$ cat src/rtl/cp0_unit_pkg.sv
// cp0_unit_pkg: shared constants for the coprocessor-0 slice.
//   - CP0 register numbers (Rd field of mtc0/mfc0)
//   - exception codes recorded in Cause.ExcCode
//   - SR / Cause field bit positions
package cp0_unit_pkg;

  localparam logic [4:0] REG_COUNT   = 5'd9;
  localparam logic [4:0] REG_COMPARE = 5'd11;
  localparam logic [4:0] REG_SR      = 5'd12;
  localparam logic [4:0] REG_CAUSE   = 5'd13;
  localparam logic [4:0] REG_EPC     = 5'd14;

  typedef enum logic [4:0] {
    EXC_INT     = 5'd0,
    EXC_ADEL    = 5'd4,
    EXC_ADES    = 5'd5,
    EXC_SYSCALL = 5'd8,
    EXC_RI      = 5'd10,
    EXC_OV      = 5'd12
  } exc_code_e;

  localparam int SR_IE_BIT    = 0;
  localparam int SR_EXL_BIT   = 1;
  localparam int SR_IM_LO     = 10;
  localparam int CAUSE_EXC_LO = 2;
  localparam int CAUSE_IP_LO  = 10;
  localparam int CAUSE_BD_BIT = 31;

endpackage

$ cat src/rtl/cp0_unit_if.sv
// cp0_unit_if: M-stage side of CP0.
//   master (pipeline): drives Addr, WriteData, CP0Write, PC, BDIn, ExcCodeIn,
//                      EretIn, HWInt; receives Req, EPCOut, HandlerPC, ReadData
//   slave  (cp0_unit): the reverse
interface cp0_unit_if;
  logic [4:0]  Addr;
  logic [31:0] WriteData;
  logic        CP0Write;
  logic [31:0] PC;
  logic        BDIn;
  logic [4:0]  ExcCodeIn;
  logic        EretIn;
  logic [5:0]  HWInt;
  logic        Req;
  logic [31:0] EPCOut;
  logic [31:0] HandlerPC;
  logic [31:0] ReadData;

  modport master (
    output Addr, WriteData, CP0Write, PC, BDIn, ExcCodeIn, EretIn, HWInt,
    input  Req, EPCOut, HandlerPC, ReadData
  );

  modport slave (
    input  Addr, WriteData, CP0Write, PC, BDIn, ExcCodeIn, EretIn, HWInt,
    output Req, EPCOut, HandlerPC, ReadData
  );
endinterface

$ cat src/rtl/cp0_unit_timer.sv
// cp0_timer: Count (reg 9) / Compare (reg 11) pair with timer-interrupt flag.
// Ports:
//   clk, reset  - clock, asynchronous active-low reset
//   wr_en       - mtc0 accepted this cycle (already gated by Req)
//   addr, wdata - mtc0 register number and data
//   count       - free-running counter, wraps at 2^32
//   compare     - compare value
//   ti          - timer interrupt flag, cleared by a Compare write
module cp0_timer
  import cp0_unit_pkg::*;
(
  input  logic        clk,
  input  logic        reset,
  input  logic        wr_en,
  input  logic [4:0]  addr,
  input  logic [31:0] wdata,
  output logic [31:0] count,
  output logic [31:0] compare,
  output logic        ti
);

  logic [31:0] count_inc;
  assign count_inc = count + 32'd1;

  always_ff @(posedge clk or negedge reset) begin
    if (!reset) begin
      count   <= '0;
      compare <= '0;
      ti      <= 1'b0;
    end else begin
      // a software write to Count replaces this cycle's increment
      if (wr_en && addr == REG_COUNT) count <= wdata;
      else                            count <= count_inc;

      // a Compare write acknowledges the interrupt and wins over a new match
      if (wr_en && addr == REG_COMPARE) begin
        compare <= wdata;
        ti      <= 1'b0;
      end else if (count_inc == compare) begin
        ti <= 1'b1;
      end
    end
  end

endmodule

$ cat src/rtl/cp0_unit.sv
// cp0_unit: coprocessor 0 at the M stage of the 5-stage MIPS pipeline.
// Holds SR (12), Cause (13) and EPC (14), samples HWInt, raises Req to flush
// the pipeline and redirect to HandlerPC, services mtc0/mfc0/eret.
// Ports:
//   clk   - system clock, rising edge
//   reset - asynchronous active-low reset
//   bus   - cp0_unit_if.slave (M-stage inputs, Req/EPCOut/HandlerPC/ReadData)
// Build option: define CP0_TIMER_EN to add Count (9) / Compare (11) and the
// timer interrupt folded onto interrupt line 5.
module cp0_unit
  import cp0_unit_pkg::*;
#(
  parameter logic [31:0] HANDLER_PC = 32'h0000_4180,
  parameter logic [31:0] EPC_RESET  = 32'h0000_0000
) (
  input  logic        clk,
  input  logic        reset,
  cp0_unit_if.slave   bus
);

  logic [5:0]  sr_im;
  logic        sr_exl;
  logic        sr_ie;
  logic        cause_bd;
  logic [5:0]  cause_ip;
  logic [4:0]  cause_exc;
  logic [31:0] epc;

  logic        ti;
  logic [5:0]  hw_eff;
  logic        int_req;
  logic        exc_req;
  logic        req;
  logic [31:0] epc_src;
  logic [31:0] sr_val;
  logic [31:0] cause_val;
  logic [31:0] read_data;

`ifdef CP0_TIMER_EN
  logic [31:0] count;
  logic [31:0] compare;
  logic        timer_wr;

  // mtc0 from an instruction being flushed must not land
  assign timer_wr = bus.CP0Write & ~req;

  cp0_timer u_timer (
    .clk     (clk),
    .reset   (reset),
    .wr_en   (timer_wr),
    .addr    (bus.Addr),
    .wdata   (bus.WriteData),
    .count   (count),
    .compare (compare),
    .ti      (ti)
  );
`else
  assign ti = 1'b0;
`endif

  assign hw_eff  = bus.HWInt | {ti, 5'b0_0000};
  assign int_req = (|(hw_eff & sr_im)) & sr_ie & ~sr_exl;
  assign exc_req = (bus.ExcCodeIn != 5'd0) & ~sr_exl;
  assign req     = int_req | exc_req;

  // a delay-slot instruction restarts at its branch
  assign epc_src = bus.BDIn ? (bus.PC - 32'd4) : bus.PC;

  always_comb begin
    sr_val = '0;
    sr_val[SR_IM_LO +: 6] = sr_im;
    sr_val[SR_EXL_BIT]    = sr_exl;
    sr_val[SR_IE_BIT]     = sr_ie;
  end

  always_comb begin
    cause_val = '0;
    cause_val[CAUSE_BD_BIT]       = cause_bd;
    cause_val[CAUSE_IP_LO +: 6]   = cause_ip;
    cause_val[CAUSE_EXC_LO +: 5]  = cause_exc;
  end

  always_ff @(posedge clk or negedge reset) begin
    if (!reset) begin
      sr_im     <= '0;
      sr_exl    <= 1'b0;
      sr_ie     <= 1'b0;
      cause_bd  <= 1'b0;
      cause_ip  <= '0;
      cause_exc <= '0;
      epc       <= EPC_RESET;
    end else begin
      cause_ip <= hw_eff;
      if (req) begin
        sr_exl    <= 1'b1;
        cause_bd  <= bus.BDIn;
        cause_exc <= int_req ? EXC_INT : bus.ExcCodeIn;
        epc       <= {epc_src[31:2], 2'b00};
      end else if (bus.EretIn) begin
        sr_exl <= 1'b0;
      end else if (bus.CP0Write) begin
        case (bus.Addr)
          REG_SR: begin
            sr_im  <= bus.WriteData[SR_IM_LO +: 6];
            sr_exl <= bus.WriteData[SR_EXL_BIT];
            sr_ie  <= bus.WriteData[SR_IE_BIT];
          end
          REG_EPC: epc <= {bus.WriteData[31:2], 2'b00};
          default: ;
        endcase
      end
    end
  end

  always_comb begin
    read_data = '0;
    case (bus.Addr)
      REG_SR:      read_data = sr_val;
      REG_CAUSE:   read_data = cause_val;
      REG_EPC:     read_data = epc;
`ifdef CP0_TIMER_EN
      REG_COUNT:   read_data = count;
      REG_COMPARE: read_data = compare;
`endif
      default:     ;
    endcase
  end

  assign bus.Req       = req;
  assign bus.ReadData  = read_data;
  assign bus.HandlerPC = HANDLER_PC;
  // bypass so an eret right after mtc0 EPC returns to the new address
  assign bus.EPCOut    = (bus.CP0Write && bus.Addr == REG_EPC)
                         ? {bus.WriteData[31:2], 2'b00} : epc;

endmodule

$ cat src/flat_wrapper.sv
// flat-port wrapper written by rule: the top's interface ports become plain ports
module cp0_unit_flat import cp0_unit_pkg::*;
#(
  parameter logic [31:0] HANDLER_PC = 32'h0000_4180,
  parameter logic [31:0] EPC_RESET  = 32'h0000_0000
)
  (clk, reset, bus_Addr, bus_WriteData, bus_CP0Write, bus_PC, bus_BDIn, bus_ExcCodeIn, bus_EretIn, bus_HWInt, bus_Req, bus_EPCOut, bus_HandlerPC, bus_ReadData);
  cp0_unit_if bus_i ();
  input  logic clk;
  input  logic reset;
  input wire logic [$bits(bus_i.Addr)-1:0] bus_Addr;
  input wire logic [$bits(bus_i.WriteData)-1:0] bus_WriteData;
  input wire logic [$bits(bus_i.CP0Write)-1:0] bus_CP0Write;
  input wire logic [$bits(bus_i.PC)-1:0] bus_PC;
  input wire logic [$bits(bus_i.BDIn)-1:0] bus_BDIn;
  input wire logic [$bits(bus_i.ExcCodeIn)-1:0] bus_ExcCodeIn;
  input wire logic [$bits(bus_i.EretIn)-1:0] bus_EretIn;
  input wire logic [$bits(bus_i.HWInt)-1:0] bus_HWInt;
  output wire logic [$bits(bus_i.Req)-1:0] bus_Req;
  output wire logic [$bits(bus_i.EPCOut)-1:0] bus_EPCOut;
  output wire logic [$bits(bus_i.HandlerPC)-1:0] bus_HandlerPC;
  output wire logic [$bits(bus_i.ReadData)-1:0] bus_ReadData;
  assign bus_i.Addr = bus_Addr;
  assign bus_i.WriteData = bus_WriteData;
  assign bus_i.CP0Write = bus_CP0Write;
  assign bus_i.PC = bus_PC;
  assign bus_i.BDIn = bus_BDIn;
  assign bus_i.ExcCodeIn = bus_ExcCodeIn;
  assign bus_i.EretIn = bus_EretIn;
  assign bus_i.HWInt = bus_HWInt;
  assign bus_Req = bus_i.Req;
  assign bus_EPCOut = bus_i.EPCOut;
  assign bus_HandlerPC = bus_i.HandlerPC;
  assign bus_ReadData = bus_i.ReadData;
  cp0_unit #(.HANDLER_PC(HANDLER_PC), .EPC_RESET(EPC_RESET)) u_core (.clk(clk), .reset(reset), .bus(bus_i));
endmodule
$ cat config.mk
export PLATFORM = sky130hd
export DESIGN_NAME = cp0_unit_flat
export DESIGN_NICKNAME = d
export VERILOG_FILES = /design/src/rtl/cp0_unit_pkg.sv /design/src/rtl/cp0_unit_if.sv /design/src/rtl/cp0_unit_timer.sv /design/src/rtl/cp0_unit.sv /design/src/flat_wrapper.sv
export SDC_FILE = /design/constraint.sdc
export NUM_CORES = 1
export LEC_CHECK = 0
export BUFFER_PORTS_ARGS = -buffer_cell sky130_fd_sc_hd__buf_4
export CAP_MARGIN = 20
export CORE_MARGIN = 4
export CORE_UTILIZATION = 35
export DETAILED_ROUTE_END_ITERATION = 10
export PLACE_DENSITY = 0.65
export SLEW_MARGIN = 25
export SYNTH_ARGS = -nofsm -noshare
export SYNTH_HDL_FRONTEND = slang
export SYNTH_SLANG_ARGS = --single-unit
$ cat constraint.sdc
create_clock -name clk -period 2.3 [get_ports clk]
set_input_delay 0.46 -clock clk [delete_from_list [all_inputs] [get_ports clk]]
set_output_delay 0.46 -clock clk [all_outputs]
set_load 0.005 [all_outputs]
Word level (Yosys, flattened, before mapping)
Cells that the tools add are included.

word-level totals
  input port bits = 85
  register bits after elaboration = 52
  output and inout port bits = 97
  logic and storage cells = 42

cells by class
  bitwise operators = 8
  eq/ne operators = 4
  mux-type cells = 12
  $add $sub $neg = 1
  reductions and logical operators = 10

operators with widths
  operator               number
  $mux 32                6
  $pmux 32 s3            1
  $sub 32x3->32 const B  1
  $eq 5x4->1 const B     3
  $and 6x6->6            1
  $reduce_bool 3->1      2
  $reduce_or 6->1        1
  $mux 5                 1
  $reduce_bool 5->1      1
  $mux 1                 4
  $reduce_and 4->1       1
  $reduce_bool 2->1      2
  $and 1x1->1            3
  $not 1->1              3
  $reduce_and 3->1       1
  $ne 2x1->1 const B     1
  $reduce_and 2->1       1
  $logic_and 1x1->1      1
  $or 1x1->1             1

Logic depth before layout (Yosys ltp)
  word-level depth = 7
  mapped depth = 7
  mapped depth without buffers = 6

Least setup slack after synthesis
No wires, ideal clock.

  path type = in2reg
  from = input port bus_PC[7]
  to = register u_core.epc[18]
  stages on the path = 7
  slack = -114 ps
  data arrival time = 2271 ps
  path buffers = 3
  data required time = 2158 ps
  library setup time = 142 ps
  cells stage by stage = or4_4 or4_4 buf_6 buf_6 buf_2 o41ai_1 a31oi_1

on the way
  cells in the longest elaborated chain, start to end = 3

ends and longest elaborated chain
  item                  RTL line            source
  start, declared       flat_wrapper.sv:14  input wire logic [$bits(bus_i.PC)-1:0] bus_PC;
  $sub 32x3->32         cp0_unit.sv:67      assign epc_src = bus.BDIn ? (bus.PC - 32'd4) : bus.PC;
  $mux 32               cp0_unit.sv:67
  $mux 32               cp0_unit.sv:94      if (req) begin
  end signal, assigned  cp0_unit.sv:98      epc <= {epc_src[31:2], 2'b00};
  end signal, assigned  cp0_unit.sv:108     REG_EPC: epc <= {bus.WriteData[31:2], 2'b00};
  end, declared         cp0_unit.sv:27      logic [31:0] epc;

Every way passes these cells.
A chain may end at the register's enable or synchronous reset.

Worst setup path after layout
  from = input port bus_PC[12]
  to = register u_core.epc[25]

The elaborated chain is that of the path after synthesis.

==> run metrics <==
status=finished, final reports clean; Fin Setup TNS=0 ps; grt total ovfl=0; initial antenna violation count=0; Root Buffer=clkbuf_16; share of layout cells above drive strength 1=0.440; GRT Util Overall=0.195; synth-to-layout area growth=40.8%; Core Util, Final=0.512; Reg-to-Reg End=u_core.epc[26]; cts bufs inserted=5; Area contributors post-synth=dfrtp_1 31%, mux2_2 11%, mux2i_1 6.5%, buf_4 6.4%, o31ai_1 4.9%; max_slew headroom=0.556; Avg Cell Area, Syn=~9.6 µm²; synthesized flop and latch total=50; Syn Std Cell Area=4010 µm²; DRT met1 WL=around 5700 µm; Vias=approximately 4000; startpoint types=input port; reg-to-reg startpoint=u_core.sr_im[1]; largest net degree at the start of global routing=between 50 and 60; total power=roughly 0.0043 W; max-cap check violation count=0; Post-CTS Hold Buffers=0; Worst-Skew Late Latency=just under 300 ps; power density over cell area=~760 nW/µm²; pin slew with the least headroom to its limit=663 ps; Setup crit end kind=register; peak supply drop=about 460 µV; CTS Buffer Depth=2; CTS tree=yes; r2r worst-path depth=5; DPL Wire Length=10300 µm; Hold Fails Final Rpt=0; RSZ-0062 raised after global routing=false; CTS H-tree depth=2; gpl congestion=between 0.9 and 1; Die H=approximately 120 µm; vias in the first global route=a little over 4000; finished layout cell area=about 5600 µm²; share of the yosys chip area belonging to registers=0.312; commonest register cell after synthesis=dfrtp_1; row count=38; CTS sink cnt=50; placed cells=about 720; Core ar.=between 10000 and 15000 µm²; uppermost routed layer=met4; DRT iter0 DRCs=approximately 260; Fillers=just over 1000; cell taking the most area after synthesis=dfrtp_1; final non-filler cell total=roughly 730; cell count after synthesis=about 420; IO Pins=182; Required @ worst endpoint=2500 ps; CTS clock-pin slew for the worst setup and hold paths=about 70 ps; Leak=roughly 2.5 nW; global-route wire length before repair=about 21000 µm; DR WL/cell=between 15 and 20 µm; Distinct cells, synth=slightly below 50; DP Area=5420 µm²; final setup fails=0; # nets final=between 600 and 700; Antenna Cells=0; Initial Util=0.363; total routed wirelength=13600 µm; number of port buffers=~150; HP Class=in -> async; fmax=~0.44 GHz; CP Class=in -> reg; Vias/cell=about 5.5; Max Slew Vio Count=0; Min Clock Period, post-route=2250 ps; post-synth top area share=0.312; Reg2Reg Setup Slack=approximately 450 ps; die area=13200 µm²; Pre-antenna DRT Iters=6; final worst path period share=0.980; CP Data Arrival Time=between 2000 and 2500 ps; clk_skew=about 11 ps; Chip Width=between 100 and 150 µm; met2 WL=between 6000 and 7000 µm; Synth warnings=0; Routed Antenna Nets=0; async set or reset register ratio after synthesis=1.00; Post-synth EDFFs=0; top fanout value on the critical path=6; Routed met3 length=around 810 µm; detailed-route DRC error count=0
==> flip-flops by register name, indices dropped and copies added (netlist names) <==
| signal | flops |
|---|---|
| u_core.epc | 30 |
| u_core.cause_ip | 6 |
| u_core.sr_im | 6 |
| u_core.cause_exc | 5 |
| u_core.cause_bd | 1 |
| u_core.sr_exl | 1 |
| u_core.sr_ie | 1 |
==> cells in the mapped netlist (6+ instances only) <==
cell type	instances
dfrtp_1	50
mux2_2	38
buf_4	34
mux2i_1	26
o31ai_1	26
clkbuf_1	23
and2_1	19
nand4_1	19
a31oi_1	18
nor4bb_1	17
or4_1	14
inv_1	12
nor3_1	10
or3_1	10
nor2_1	9
xnor2_1	9
nor3b_1	7
a222oi_1	6
a22o_1	6
nor4_1	6
==> layout by cell type, fill, tap and decap left out, drive strengths merged, types with 3 or more instances in the layout <==
cell type,instances
a21o,5
a222oi,6
a22o,6
a22oi,3
a31oi,18
and2,19
buf,197
clkbuf,5
conb,34
dfrtp,50
inv,14
mux2,38
mux2i,26
nand2,3
nand4,19
nor2,9
nor3,10
nor3b,7
nor4,6
nor4bb,17
o21ai,5
o31ai,26
o41ai,5
or3,10
or4,18
or4b,4
xnor2,9
==> area by class of cell <==
| cell class | instances | area, µm² | area share |
|---|---|---|---|
| clock inverter | 3 | 26.3 | 0.00465 |
| inverter | 13 | 48.8 | 0.00864 |
| sequential | 50 | 1250 | 0.222 |
| clock buffer | 5 | 125 | 0.0222 |
| multi-input combinational | 323 | 2530 | 0.448 |
| tap | 140 | 175 | 0.0310 |
| timing repair buffer | 197 | 1490 | 0.264 |
==> cell families after synthesis <==
logic type / Yosys count / synth area share
other cells: 2 / 0.00187
flops: 50 / 0.312
mux: 64 / 0.172
simple gates: 132 / 0.232
compound gates: 79 / 0.146
buf+inv: 78 / 0.110
xor+xnor: 11 / 0.0240
fa+ha+maj: 1 / 0.00312
==> how the worst max path moves through the flow <==
| stage | from | end | slack [ps] | cells past startpoint |
|---|---|---|---|---|
| after floorplan | bus_PC[7] | u_core.epc[17] | -100 | 6 |
| after global placement | bus_PC[12] | u_core.epc[31] | -270 | 5 |
| after detailed placement | bus_PC[12] | u_core.epc[28] | -290 | 5 |
| after CTS | bus_PC[12] | u_core.epc[25] | 0.04 | 5 |
| after global routing | bus_PC[12] | u_core.epc[31] | 2 | 5 |
| final | bus_PC[12] | u_core.epc[25] | 50 | 5 |
==> critical path: stages <==
cell and delay (ps):
buf_4 110, or4_4 580, or4_4 600, or4b_1 530, a31oi_1 170
==> metrics by stage <==
step	setup slack, ps	hold slack, ps
2_1_floorplan	-95.2	164
3_3_place_gp	-269	464
3_5_place_dp	-295	469
4_1_cts	0.0351	210
5_1_grt	1.78	240
6_report	46.9	185
==> where the power goes <==
group	total, W	internal [W]	switching (W)
sequential	0.00154	0.00123	0.000311
clock	0.000761	0.000414	0.000348
combinational	0.00199	0.00114	0.000846
==> layer usage <==
metal,track usage,vias to the layer above
met3,0.0253,21
li1,-,1909
met5,0,-
met2,0.345,163
met4,0.0571,0
met1,0.247,1944
==> timing repair <==
action | CTS | global route
endpoints found under the setup margin | 2 | 54
resized for setup | 1 | 6
pin swaps | 1 | 2
gates cloned | 0 | 2
buffers inserted | 0 | 3
Power figures use the tool's default switching activity.
